`src/rtl/kbd_led_sched.sv`:
```
// Lock-key tracker and "Set LEDs" (0xED + LED byte) command sequencer for the PS/2 host path.
// Owns the transmitter request line; checks ACK/resend, times out waits and retries each byte.
module kbd_led_sched #(
   parameter int TIMEOUT_CYC = 1_000_000,
   parameter int MAX_RETRY   = 3
) (
   input  logic       clk,
   input  logic       resetN,
   input  logic [8:0] keyCode,
   input  logic       make,
   input  logic       brakk,
   input  logic       din_new,
   input  logic [7:0] din,
   input  logic       tx_busy,
   input  logic       tx_done,
   output logic       tx_req,
   output logic [7:0] tx_data,
   output logic [2:0] leds,
   output logic       cmd_busy,
   output logic       cmd_err
);

   localparam int TW = $clog2(TIMEOUT_CYC + 1);
   localparam int RW = $clog2(MAX_RETRY + 2);

   typedef enum logic [2:0] {
      S_IDLE, S_SEND_ED, S_WAIT_TX_ED, S_WAIT_ACK_ED,
      S_SEND_LED, S_WAIT_TX_LED, S_WAIT_ACK_LED
   } state_t;

   state_t          r_state, w_next, w_retry_state;
   logic [2:0]      r_leds, r_held, w_lock_sel, w_toggle;
   logic            r_pending, r_tx_req, r_err;
   logic [7:0]      r_tx_data, r_snap, w_send_byte;
   logic [TW-1:0]   r_timer;
   logic [RW-1:0]   r_retry;
   logic            w_take, w_send, w_retry_req, w_abort, w_ack_ed, w_ack_led;
   logic            w_timeout, w_in_wait;

   // Lock keys map onto the {caps, num, scroll} LED bit order.
   assign w_lock_sel = {keyCode == 9'h058, keyCode == 9'h077, keyCode == 9'h07E};
   assign w_toggle   = make ? (w_lock_sel & ~r_held) : 3'b000;
   assign w_timeout  = (r_timer == TW'(TIMEOUT_CYC - 1));
   assign w_in_wait  = (r_state == S_WAIT_TX_ED)  || (r_state == S_WAIT_ACK_ED) ||
                       (r_state == S_WAIT_TX_LED) || (r_state == S_WAIT_ACK_LED);

   always_ff @(posedge clk or negedge resetN) begin
      if (!resetN) r_state <= S_IDLE;
      else         r_state <= w_next;
   end

   always_comb begin
      w_next        = r_state;
      w_retry_state = S_SEND_ED;
      w_take        = 1'b0;
      w_send        = 1'b0;
      w_send_byte   = 8'h00;
      w_retry_req   = 1'b0;
      w_ack_ed      = 1'b0;
      w_ack_led     = 1'b0;
      case (r_state)
         S_IDLE: begin
            if (r_pending) begin
               w_take = 1'b1;
               w_next = S_SEND_ED;
            end
         end
         S_SEND_ED: begin
            if (!tx_busy) begin
               w_send      = 1'b1;
               w_send_byte = 8'hED;
               w_next      = S_WAIT_TX_ED;
            end
         end
         S_WAIT_TX_ED: begin
            if (tx_done)        w_next      = S_WAIT_ACK_ED;
            else if (w_timeout) w_retry_req = 1'b1;
         end
         S_WAIT_ACK_ED: begin
            if (din_new && din == 8'hFA) begin
               w_ack_ed = 1'b1;
               w_next   = S_SEND_LED;
            end else if ((din_new && din == 8'hFE) || w_timeout) begin
               w_retry_req = 1'b1;
            end
         end
         S_SEND_LED: begin
            if (!tx_busy) begin
               w_send      = 1'b1;
               w_send_byte = r_snap;
               w_next      = S_WAIT_TX_LED;
            end
         end
         S_WAIT_TX_LED: begin
            w_retry_state = S_SEND_LED;
            if (tx_done)        w_next      = S_WAIT_ACK_LED;
            else if (w_timeout) w_retry_req = 1'b1;
         end
         S_WAIT_ACK_LED: begin
            w_retry_state = S_SEND_LED;
            if (din_new && din == 8'hFA) begin
               w_ack_led = 1'b1;
               w_next    = S_IDLE;
            end else if ((din_new && din == 8'hFE) || w_timeout) begin
               w_retry_req = 1'b1;
            end
         end
         default: w_next = S_IDLE;
      endcase
      // A retry that would push the count past MAX_RETRY aborts the whole command.
      w_abort = w_retry_req && (r_retry == RW'(MAX_RETRY));
      if (w_retry_req) w_next = w_abort ? S_IDLE : w_retry_state;
   end

   always_ff @(posedge clk or negedge resetN) begin
      if (!resetN) begin
         r_leds    <= 3'b000;
         r_held    <= 3'b000;
         r_pending <= 1'b0;
         r_snap    <= 8'h00;
         r_tx_req  <= 1'b0;
         r_tx_data <= 8'h00;
         r_err     <= 1'b0;
         r_timer   <= '0;
         r_retry   <= '0;
      end else begin
         r_leds <= r_leds ^ w_toggle;
         r_held <= (r_held | (make ? w_lock_sel : 3'b000)) & ~(brakk ? w_lock_sel : 3'b000);
         // A new toggle wins over IDLE consuming the previous request.
         if (|w_toggle)   r_pending <= 1'b1;
         else if (w_take) r_pending <= 1'b0;
         if (w_take) r_snap <= {5'b00000, r_leds};
         r_tx_req <= w_send;
         if (w_send) r_tx_data <= w_send_byte;
         if (w_abort)        r_err <= 1'b1;
         else if (w_ack_led) r_err <= 1'b0;
         if (w_next != r_state)               r_timer <= '0;
         else if (w_in_wait && !w_timeout)    r_timer <= r_timer + 1'b1;
         if (w_take || w_ack_ed)              r_retry <= '0;
         else if (w_retry_req && !w_abort)    r_retry <= r_retry + 1'b1;
      end
   end

   assign tx_req   = r_tx_req;
   assign tx_data  = r_tx_data;
   assign leds     = r_leds;
   assign cmd_busy = (r_state != S_IDLE);
   assign cmd_err  = r_err;

endmodule
```
`config.mk`:
```
export PLATFORM = sky130hd
export DESIGN_NAME = kbd_led_sched
export DESIGN_NICKNAME = d
export VERILOG_FILES = /design/src/rtl/kbd_led_sched.sv
export SDC_FILE = /design/constraint.sdc
export NUM_CORES = 1
export LEC_CHECK = 0
export BUFFER_PORTS_ARGS = -buffer_cell sky130_fd_sc_hd__buf_2
export CORE_ASPECT_RATIO = 1.4
export CORE_MARGIN = 5
export CORE_UTILIZATION = 50
export CTS_CLUSTER_DIAMETER = 150
export CTS_CLUSTER_SIZE = 14
export DETAILED_ROUTE_END_ITERATION = 12
export GPL_TIMING_DRIVEN = 0
export PLACE_DENSITY = 0.71
export SLEW_MARGIN = 40
export SYNTH_ARGS = -nofsm -noshare
export SYNTH_HDL_FRONTEND = slang
export SYNTH_SLANG_ARGS = --single-unit
```
`constraint.sdc`:
```
create_clock -name clk -period 2.7 [get_ports clk]
set_clock_uncertainty 0.05 [all_clocks]
set_input_delay 0 -clock clk [delete_from_list [all_inputs] [get_ports clk]]
set_output_delay 0 -clock clk [all_outputs]
set_load 0.05 [all_outputs]
```
[Yosys cells after proc, flatten, opt, wreduce, memory -nomap -nowiden]
Index checks and enable logic that the tools add are counted.
Storage, ports and cells
  register bits: 46
  input port bits: 24
Operators by class
  equality and inequality tests: 14
  reductions and logical operators: 23
  add/subtract/negate cells: 2
  bitwise operators: 6
  mux-type cells: 37
Operators by type and width (number)
  $mux 3: 16
  $mux 20: 2
  $eq 9x7->1 const B: 3
  $pmux 3 s7: 1
  $add 20x1->20 const B: 1
  $eq 20x20->1 const B: 1
  $eq 8x8->1 const B: 2
  $pmux 8 s2: 1
  $mux 1: 15
  $eq 3x2->1 const B: 3
  $eq 3x3->1 const B: 3
  $mux 8: 1
  $reduce_bool 2->1: 4
  $reduce_or 2->1: 4
  $and 3x3->3: 2
  $not 3->3: 2
  $logic_and 1x1->1: 5
  $logic_or 1x1->1: 5
  $add 3x1->3 const B: 1
  $eq 3x1->1 const B: 1
  $logic_not 3->1: 1
  $ne 3x3->1: 1
  $or 3x3->3: 1
  $reduce_bool 3->1: 1
  4 further kinds: 5

[Logic depth before layout (Yosys ltp)]
  depth in word-level cells: 11
  depth in mapped cells: 8
  gate-level depth less buffers: 6

[Least setup slack after synthesis]
OpenSTA, ideal clock, no wires.
  path type: reg-to-reg
  from: reg r_timer[10]
  to: reg r_timer[1]
  setup slack: 609 ps
  stages on the path, launching flop included: 7
  data arrival time: 1922 ps
  setup time: 119 ps
  buffers on the path: 1
  cells stage by stage: dfrtp_1 or4_4 nor4_4 buf_6 o2bb2ai_2 mux2i_1 nor2_2
Between the ends
  longest elaborated chain between the ends: 10
  elaborated cells on any way between the ends: 15
  classes of those cells: 2 x eq/ne; 8 x mux; 5 x reduce/logical
Ends and longest elaborated chain
  from (decl): RTL line 35  | logic [TW-1:0] r_timer;
  from (signal assigned): RTL line 138  | else if (w_in_wait && !w_timeout) r_timer <= r_timer + 1'b1;
  $eq 20x20->1 *: RTL line 43  | assign w_timeout = (r_timer == TW'(TIMEOUT_CYC - 1));
  $logic_or 1x1->1: RTL line 83, 104
  $mux 1: RTL line 83, 104
  $mux 1: RTL line 101  | if (din_new && din == 8'hFA) begin
  $pmux 1 s2: RTL line 61  | case (r_state)
  $logic_and 1x1->1: RTL line 111  | w_abort = w_retry_req && (r_retry == RW'(MAX_RETRY));
  $mux 3 (2 in a row): RTL line 112  | if (w_retry_req) w_next = w_abort ? S_IDLE : w_retry_state;
  $ne 3x3->1: RTL line 137  | if (w_next != r_state) r_timer <= '0;
  $mux 20 or $reduce_bool 2->1 (tied branches)
Mark *: on every way between the ends. The rest lies on a longest branch, timed or not.
A chain may end at the register's enable or synchronous reset.

[Final worst setup path]
Ends and elaborated chain as after synthesis.

==> out/results.ini <==
[outcome]
status=finished clean

[cts]
post_cts_buffers=0
clock_latency_ps=290
clock-sinks=42
cts_max_level=2
clock_path_buffers=2
cts.clk_slew.worst_paths_ps=80
cts_inserted_buffers=5
cts_tree=yes
root_buffer=clkbuf_8
cts.repair.resized=0

[timing]
fin_tns_setup_ps=0
timing.fmax_mhz=441
final-hold-violation-count=0
fin_ws_ps=434
maxSlewHeadroom_pct=51.9
finalSetupViolations=0
rsz0062_at_grt=no
period_share_pct=83.9
drv_slew=0
period_needed_ps=2270
tightest_slew_ps=716

[grt]
grt_usage_pct=18.6
first_global_vias=2186
grt_pass1_wl_mm=9.92
grt_max_degree=43
grt-ovfl-total=0
antenna_found_initial=0

[synthesis]
synthArstFlopShare_pct=100
synthesis.instances=263
ys.flop_type=dfrtp_1
synth_seq_area_share_pct=41.7
synth_area_sq_um=2520
ys_warn_count=0
synth.most_common_cell=dfrtp_1
syn_area_per_cell_sq_um=9.58
synthTopCellsByCount=dfrtp_1, nor2_1, nand2_1
syn-num-nets=290
synth-seq-cells=42
synth_area_leaders=dfrtp_1, nor2_1, xnor2_1
synth_edf_count=0
yosysTopAreaCellShare_pct=41.7
synth_largest_area_cell=dfrtp_1
synth_cell_type_count=61

[setup_path]
cp-start-kind=flip-flop
critPathKind=reg2reg
cp.arrival_ps=2400
critPathMaxFanout=10
required_ps=2830
cp-end-kind=flip-flop

[run]
drv_cap=0

[floorplan]
initial_core_util_pct=51.6
num_rows=30
die-height_um=94
ios=38
design.die.area_sq_um=6580
core_sq_um=4880
fp.dieW_um=70

[routing]
drt_iter0_markers=77
routed_wl_mm=5.74
remaining_drc_errors=0
ant_nets=0
detail_route.vias_per_cell=5.60
wl_per_cell_um=15.3
vias=2096
drt-pass1-iter-count=4

[power]
power_density_nw_per_um2=795
total_leakage_power_uw=0.00132
finalPower_uw=2320
ir_drop_mv=0.703

[layout]
diodes=0
syn_to_final_growth_pct=16.0
seq_area_sq_um=1050
multi_input_area_sq_um=1340
fin_nets=336
post-route-util_pct=59.9
layout-drive-gt1-share_pct=22.6
fillers=447

[placed_design]
numPortBuffers=36
pre_cts_slack_ps=440
globalplace.congestion=0.809
hpwlAfterDp_mm=4.18

[worst_hold_path]
hold_path.class=in2reg

[what timing repair did]
action | CTS | global route
endpoints found under the setup margin | 0 | 0
endpoints found under the hold margin | 45 | 0
hold buffers | 3 | 0
[area by class of cell]
type	count	area share [%]
plain buffers	17	3.30
inverters	10	1.28
clock inverters	2	1.28
repair buffers	39	7.28
clock buffers	6	2.48
multi-input cells	194	45.7
well taps	64	2.74
flip-flops and latches	42	36.0
[logic make-up (layout without fill, tap and decap cells)]
kind of cell / Yosys count / in the layout / synth area share [%]
compound gates: 58 / 58 / 17.4
xor+xnor: 21 / 21 / 7.30
fa+ha+maj: 3 / 3 / 1.49
buf+inv: 27 / 74 / 5.31
flops: 42 / 42 / 41.7
mux: 9 / 9 / 3.72
other cells: 1 / 1 / 0.149
simple gates: 102 / 102 / 22.9
[metal layers]
metal / global-route usage (%) / part of all wire, %
met1: 19.9 / 39
met2: 36.4 / 57
met3: 3.75 / 2.6
met4: 5.11 / 0.98
met5: 0 / 0
[placed cells by master, fill, tap and decap left out, drive strengths merged, types with 4 or more instances in the layout]
| master | count |
|---|---|
| a211oi | 7 |
| a21oi | 15 |
| a31oi | 4 |
| and4 | 5 |
| buf | 45 |
| clkbuf | 14 |
| dfrtp | 42 |
| inv | 10 |
| mux2i | 6 |
| nand2 | 18 |
| nand3 | 4 |
| nand4 | 6 |
| nor2 | 29 |
| nor3 | 4 |
| nor4 | 6 |
| o211ai | 5 |
| o21ai | 10 |
| or3 | 5 |
| xnor2 | 11 |
| xor2 | 10 |
[metrics by stage]
step / instances / hold slack (ps) / cell area (sq um)
after floorplan: 263 / -346 / 2520
after global placement: 363 / 138 / 2780
after detailed placement: 363 / -29.2 / 2780
after CTS: 374 / 23.6 / 2920
after global routing: 374 / 44.2 / 2920
final: 374 / 39.4 / 2920
[registers in the layout, indices dropped and copies added, names as in the netlist]
name       cells
r_timer       20
tx_data        4
leds           3
r_held         3
r_retry        3
r_snap         3
r_state        3
cmd_err        1
r_pending      1
tx_req         1
[where the power goes]
group	leakage [uW]	internal, uW	total, uW	switching (uW)
clock network	0.0000514	276	494	218
logic	0.000695	357	1070	709
registers	0.000570	702	764	62.0
[critical path, cell delays in order, from the launching register on]
cell and delay, ps:
dfrtp_1 430, or4_4 560, nor4_4 490, buf_6 210, o2bb2ai_2 140, mux2i_1 240
nor2_2 40
[path summary, 6_finish.rpt]
kind,slack (ps),from,depth (start not counted),endpoint
max,430,r_timer[10],6,r_timer[1]
min reg2reg,430,leds[0],1,leds[0]
max reg2reg,430,r_timer[10],6,r_timer[1]
min,40,make,4,leds[2]
max in group asynchronous,2060,resetN,2,r_timer[7]
min in group asynchronous,180,resetN,2,r_state[1]
(Power assumes the default switching activity.)
